<file path="src/rtl/fifo_wr_arbiter_if.sv">
// Write-side bundle shared by the NUM_REQ producers, the FIFO write pins and the arbiter.
// The arbiter takes the slave modport; producers/FIFO side take the master modport.
interface fifo_wr_arbiter_if #(
    parameter int unsigned NUM_REQ = 4,
    parameter int unsigned DATA_W  = 8,
    parameter int unsigned ID_W    = $clog2(NUM_REQ)
);
    logic [NUM_REQ-1:0]        req;
    logic [NUM_REQ*DATA_W-1:0] req_data;
    logic [NUM_REQ-1:0]        gnt;
    logic                      fifo_full;
    logic                      fifo_wr_en;
    logic [DATA_W-1:0]         fifo_din;
    logic [ID_W-1:0]           owner_id;
    logic                      busy;

    modport master (
        output req, req_data, fifo_full,
        input  gnt, fifo_wr_en, fifo_din, owner_id, busy
    );

    modport slave (
        input  req, req_data, fifo_full,
        output gnt, fifo_wr_en, fifo_din, owner_id, busy
    );
endinterface

</file>
<file path="src/rtl/fifo_wr_arbiter.sv">
// Round-robin burst arbiter for the write side of one synchronous FIFO.
// Optional STALL-cycle counter (stats_clr / stall_cycles) under FIFO_WR_ARB_STATS_EN.
module fifo_wr_arbiter #(
    parameter int unsigned NUM_REQ   = 4,
    parameter int unsigned DATA_W    = 8,
    parameter int unsigned MAX_BURST = 4,
    localparam int unsigned ID_W     = $clog2(NUM_REQ)
) (
    input logic              clk,
    input logic              rst_n,
    fifo_wr_arbiter_if.slave bus
`ifdef FIFO_WR_ARB_STATS_EN
    ,
    input  logic             stats_clr,
    output logic [15:0]      stall_cycles
`endif
);

    typedef enum logic [1:0] {StIdle, StBurst, StStall} state_e;

    localparam logic [3:0]      LastBeat = 4'(MAX_BURST - 1);
    localparam logic [ID_W-1:0] LastReq  = ID_W'(NUM_REQ - 1);

    state_e            state_q, state_d;
    logic [ID_W-1:0]   owner_q, owner_d;
    logic [ID_W-1:0]   rr_last_q, rr_last_d;
    logic [3:0]        burst_cnt_q, burst_cnt_d;

    logic              owner_req;
    logic [DATA_W-1:0] owner_data;
    logic              accept;
    logic [ID_W-1:0]   winner;
    logic              found;
    int unsigned       idx;

    // Owner mux over the packed request/data buses.
    always_comb begin
        owner_req  = 1'b0;
        owner_data = '0;
        for (int unsigned i = 0; i < NUM_REQ; i++) begin
            if (owner_q == ID_W'(i)) begin
                owner_req  = bus.req[i];
                owner_data = bus.req_data[i*DATA_W +: DATA_W];
            end
        end
    end

    // Search starts just after the last owner so every requester gets its turn.
    always_comb begin
        winner = '0;
        found  = 1'b0;
        idx    = 0;
        for (int unsigned k = 1; k <= NUM_REQ; k++) begin
            idx = (32'(rr_last_q) + k) % NUM_REQ;
            if (!found && bus.req[ID_W'(idx)]) begin
                found  = 1'b1;
                winner = ID_W'(idx);
            end
        end
    end

    assign accept = (state_q == StBurst) && owner_req && !bus.fifo_full;

    always_comb begin
        bus.gnt = '0;
        for (int unsigned i = 0; i < NUM_REQ; i++) begin
            bus.gnt[i] = accept && (owner_q == ID_W'(i));
        end
    end

    assign bus.fifo_wr_en = accept;
    assign bus.fifo_din   = (state_q == StIdle) ? '0 : owner_data;
    assign bus.owner_id   = owner_q;
    assign bus.busy       = (state_q != StIdle);

    always_comb begin
        state_d     = state_q;
        owner_d     = owner_q;
        rr_last_d   = rr_last_q;
        burst_cnt_d = burst_cnt_q;
        case (state_q)
            StIdle: begin
                if (|bus.req) begin
                    owner_d     = winner;
                    burst_cnt_d = '0;
                    state_d     = StBurst;
                end
            end
            StBurst: begin
                if (!owner_req) begin
                    state_d   = StIdle;
                    rr_last_d = owner_q;
                end else if (bus.fifo_full) begin
                    state_d = StStall;
                end else begin
                    burst_cnt_d = burst_cnt_q + 4'd1;
                    if (burst_cnt_q == LastBeat) begin
                        state_d   = StIdle;
                        rr_last_d = owner_q;
                    end
                end
            end
            StStall: begin
                if (!owner_req) begin
                    state_d   = StIdle;
                    rr_last_d = owner_q;
                end else if (!bus.fifo_full) begin
                    state_d = StBurst;
                end
            end
            default: state_d = StIdle;
        endcase
    end

    always_ff @(posedge clk or negedge rst_n) begin
        if (!rst_n) begin
            state_q     <= StIdle;
            owner_q     <= '0;
            rr_last_q   <= LastReq;
            burst_cnt_q <= '0;
        end else begin
            state_q     <= state_d;
            owner_q     <= owner_d;
            rr_last_q   <= rr_last_d;
            burst_cnt_q <= burst_cnt_d;
        end
    end

`ifdef FIFO_WR_ARB_STATS_EN
    logic [15:0] stall_cnt_q, stall_cnt_d;

    // Clear wins over increment; the counter saturates instead of wrapping.
    always_comb begin
        stall_cnt_d = stall_cnt_q;
        if (stats_clr) begin
            stall_cnt_d = '0;
        end else if (state_q == StStall && stall_cnt_q != 16'hFFFF) begin
            stall_cnt_d = stall_cnt_q + 16'd1;
        end
    end

    always_ff @(posedge clk or negedge rst_n) begin
        if (!rst_n) begin
            stall_cnt_q <= '0;
        end else begin
            stall_cnt_q <= stall_cnt_d;
        end
    end

    assign stall_cycles = stall_cnt_q;
`endif

endmodule

</file>
<file path="src/flat_wrapper.sv">
// flat-port wrapper written by rule: the top's interface ports become plain ports
module fifo_wr_arbiter_flat 
#(
    parameter int unsigned NUM_REQ   = 4,
    parameter int unsigned DATA_W    = 8,
    parameter int unsigned MAX_BURST = 4,
    localparam int unsigned ID_W     = $clog2(NUM_REQ)
)
  (clk, rst_n, bus_req, bus_req_data, bus_fifo_full, bus_gnt, bus_fifo_wr_en, bus_fifo_din, bus_owner_id, bus_busy);
  fifo_wr_arbiter_if #(.NUM_REQ(NUM_REQ), .DATA_W(DATA_W)) bus_i ();
  input logic clk;
  input logic rst_n;
  input wire logic [$bits(bus_i.req)-1:0] bus_req;
  input wire logic [$bits(bus_i.req_data)-1:0] bus_req_data;
  input wire logic [$bits(bus_i.fifo_full)-1:0] bus_fifo_full;
  output wire logic [$bits(bus_i.gnt)-1:0] bus_gnt;
  output wire logic [$bits(bus_i.fifo_wr_en)-1:0] bus_fifo_wr_en;
  output wire logic [$bits(bus_i.fifo_din)-1:0] bus_fifo_din;
  output wire logic [$bits(bus_i.owner_id)-1:0] bus_owner_id;
  output wire logic [$bits(bus_i.busy)-1:0] bus_busy;
  assign bus_i.req = bus_req;
  assign bus_i.req_data = bus_req_data;
  assign bus_i.fifo_full = bus_fifo_full;
  assign bus_gnt = bus_i.gnt;
  assign bus_fifo_wr_en = bus_i.fifo_wr_en;
  assign bus_fifo_din = bus_i.fifo_din;
  assign bus_owner_id = bus_i.owner_id;
  assign bus_busy = bus_i.busy;
  fifo_wr_arbiter #(.NUM_REQ(NUM_REQ), .DATA_W(DATA_W), .MAX_BURST(MAX_BURST)) u_core (.clk(clk), .rst_n(rst_n), .bus(bus_i));
endmodule
</file>
<file path="config.mk">
export PLATFORM = sky130hd
export DESIGN_NAME = fifo_wr_arbiter_flat
export DESIGN_NICKNAME = d
export VERILOG_FILES = /design/src/rtl/fifo_wr_arbiter_if.sv /design/src/rtl/fifo_wr_arbiter.sv /design/src/flat_wrapper.sv
export SDC_FILE = /design/constraint.sdc
export NUM_CORES = 1
export LEC_CHECK = 0
export ABC_AREA = 1
export CAP_MARGIN = 20
export CORE_MARGIN = 8
export CORE_UTILIZATION = 42
export CTS_CLUSTER_SIZE = 8
export DETAILED_ROUTE_END_ITERATION = 12
export PLACE_DENSITY = 0.86
export SLEW_MARGIN = 20
export SYNTH_ARGS = -nofsm -noshare
export SYNTH_HDL_FRONTEND = slang
export SYNTH_SLANG_ARGS = --single-unit
</file>
<file path="constraint.sdc">
create_clock -name clk -period 1.8 [get_ports clk]
set_input_delay 0.18 -clock clk [delete_from_list [all_inputs] [get_ports clk]]
set_output_delay 0.18 -clock clk [all_outputs]
set_load 0.01 [all_outputs]
</file>
==> results.ini, run 1 <==
[outcome]
status = complete, no violations

[clock_tree]
cts_tree = done
cts_buffers = 3
clkTransAtPathRegs_ps = 60
h-tree-depth = 1
cts.sinks = 10
cts_root_buf = clkbuf_4
clock_latency_ps = 260
cts.path.max_buffers = 2

[sta]
finalSetupTns_ps = 0
maxSlewHeadroom = 0.696
fin_crit_ps = 1770
tightest_slew_ps = 454
max_freq_ghz = 0.566
finalClockSkew_ps = 0.557
finalCritPeriodShare = 0.982
finalSetupViolCount = 0
finalHoldViolCount = 0
slew_violations = 0
rsz0062_at_grt = yes

[run]
drv_cap = 0

[synth]
avgSynthCellArea_um2 = 5.84
yosysTopAreaCell = nand2_1
ys_seq_area_frac = 0.206
async_flop_share = 1.00
ys_ff_latch = 10
yosysWarnings = 0
netlist_instances = 210
synth_fp_nets = 254
netlist_area_um2 = 1230
ys_top_cells_by_count = 83 x nand2_1, 24 x inv_1, 18 x nor2_1
synth-edff-count = 0
synth_area_leaders = nand2_1 25%, dfrtp_1 16%, inv_1 7.3%
synth_flop_cell = dfrtp_1
yosysMostFrequentCell = nand2_1
synthDistinctLibCells = 27
synth_top_area_share = 0.254

[critical_path]
critical-path-top-delay-family = buffers and inverters
start_kind = flop
worstPathRequired_ps = 1620
cp_num_buf_inv = 4
arrival_ps = 1590
path_cells = buf_4, nand2_4, buf_4, o211ai_1, inv_1, dlygate4sd2_1
crit_type = reg -> out
cpMostUsedCell = buf_4
cp_max_fo = 7
slowest_delay_ps = 390
slowest_stage = dfrtp_1
end_kind = output pin

[detailed_routing]
postRouteAntennaNets = 0
drc_errors = 0
dr.first_iter.drc_count = 105
first_pass_iters = 4
vias = 1590
avgRoutedWirePerCell_um = 12.9
via_per_inst = 4.95
finalWirelength_um = 4150

[grt]
grt.overflow.total = 0
grt_max_degree = 11
grt_use_total = 0.175
grt_pass1_wl_um = 7360
antenna_found_initial = 0
grt_pass1_vias = 1648

[die]
start_util = 0.445
core-area_um2 = 2760
io_pins = 55
die_h_um = 70.1
row_count = 19
die_area_um2 = 4910
die_x_um = 70.1

[finish]
stdcell_count = 321
area_growth_pct = 62.5
n_fill_cell = 233
final_nets = 335
diodes = 0
layout-drive-gt1-share = 0.231

[power_and_ir_drop]
ir_drop_uv = 1010
total_leakage_power_uw = 0.00108
powerDensity_nw_per_um2 = 1550

[placed_design]
io_buffers = 54
dp_hpwl_um = 3370
place_congestion = 0.863
placed_cells = 315

[hold_path]
hp-class = in -> async

==> through the flow <==
step           area [µm²]   util  setup slack [ps]  hold WS (ps)  total power, µW
2_1_floorplan        1230      -               403          -116             1850
3_3_place_gp         1950  0.708              -128           483             2830
3_5_place_dp         1950  0.708              -157           493             2880
4_1_cts              1970  0.713             -3.03           238             3010
5_1_grt              1990  0.723             -83.1           263             3440
6_report             1990  0.723              32.2           230             3090
==> power by group <==
part / internal, µW / switching [µW]
Sequential: 328 / 103
Clock: 85.8 / 76.1
Combinational: 1090 / 1410
==> cells by family after synthesis <==
logic type | Yosys count | synth area share
and+or+nand+nor | 132 | 0.472
buffers and inverters | 32 | 0.120
AOI/OAI and AO/OA | 29 | 0.137
DFF | 10 | 0.206
adders and majority gates | 5 | 0.0510
xor gates and xnor gates | 2 | 0.0143
==> area by class of cell <==
cell class / count / area, µm² / share of cell area
Timing Repair Buffer: 80 / 688 / 0.345
Clock buffer: 4 / 26.3 / 0.0132
Multi-Input combinational cell: 168 / 873 / 0.438
Sequential cell: 10 / 253 / 0.127
Tap cell: 31 / 38.8 / 0.0194
Inverter: 28 / 115 / 0.0577
==> placed cells by master (no fill, tap or decap), types with 4 or more instances in the layout <==
cell type / synthesis / final
dfrtp_1: 8 / 8
clkdlybuf4s50_1: 0 / 40
buf_4: 1 / 23
inv_2: 2 / 4
nor2_1: 18 / 14
buf_2: 1 / 8
clkbuf_2: 0 / 4
inv_1: 24 / 22
nand4_1: 4 / 4
ha_1: 5 / 5
a21oi_1: 9 / 8
nand2_1: 83 / 83
nand3_1: 16 / 16
o21ai_0: 12 / 11
==> registers in the layout, indices dropped and copies added (netlist names) <==
register / count
u_core.bus.owner_id: 2
u_core.rr_last_q: 2
u_core.state_q: 2
u_core.burst_cnt_q: 4
==> worst paths after layout <==
kind	cells past startpoint	slack, ps	startpoint	to
min in group clk	2	500	u_core.burst_cnt_q[1]$_DFFE_PN0P_	u_core.burst_cnt_q[1]$_DFFE_PN0P_
worst min register to register	2	500	u_core.burst_cnt_q[1]$_DFFE_PN0P_	u_core.burst_cnt_q[1]$_DFFE_PN0P_
worst max register to register	9	200	u_core.state_q[0]$_DFFE_PN0P_	u_core.rr_last_q[1]$_DFFE_PN1P_
worst max-delay path	6	30	u_core.bus.owner_id[1]$_DFFE_PN0P_	bus_fifo_din[3]
max in group asynchronous	1	1230	rst_n	u_core.rr_last_q[0]$_DFFE_PN1P_
worst min-delay path	1	230	rst_n	u_core.state_q[0]$_DFFE_PN0P_
==> what timing repair did <==
| item | in CTS | in global routing |
|---|---|---|
| hold buffers | 0 | 0 |
| buffers inserted | 1 | 1 |
| pin swaps | 0 | 3 |
| resized for setup | 39 | 25 |
| endpoints found under the setup margin | 13 | 15 |
==> layer usage <==
layer	up-vias	GRT usage	routed length (µm)
met5	-	0	0
met4	0	0.0424	40
met3	6	0.0438	217
met2	44	0.325	2170
met1	713	0.191	1720
li1	827	-	-
Note: power is estimated with default switching activity, not from simulation.
==> run 2, diff against run 1 <==
--- a/config.mk
+++ b/config.mk
@@ -6,6 +6,7 @@
 export NUM_CORES = 1
 export LEC_CHECK = 0
 export ABC_AREA = 1
+export ABC_CLOCK_PERIOD_IN_PS = 1800
 export CAP_MARGIN = 20
 export CORE_MARGIN = 8
 export CORE_UTILIZATION = 42
==> results of run 2 <==
The final DEF is identical to that of run 1; final timing and power are the same.
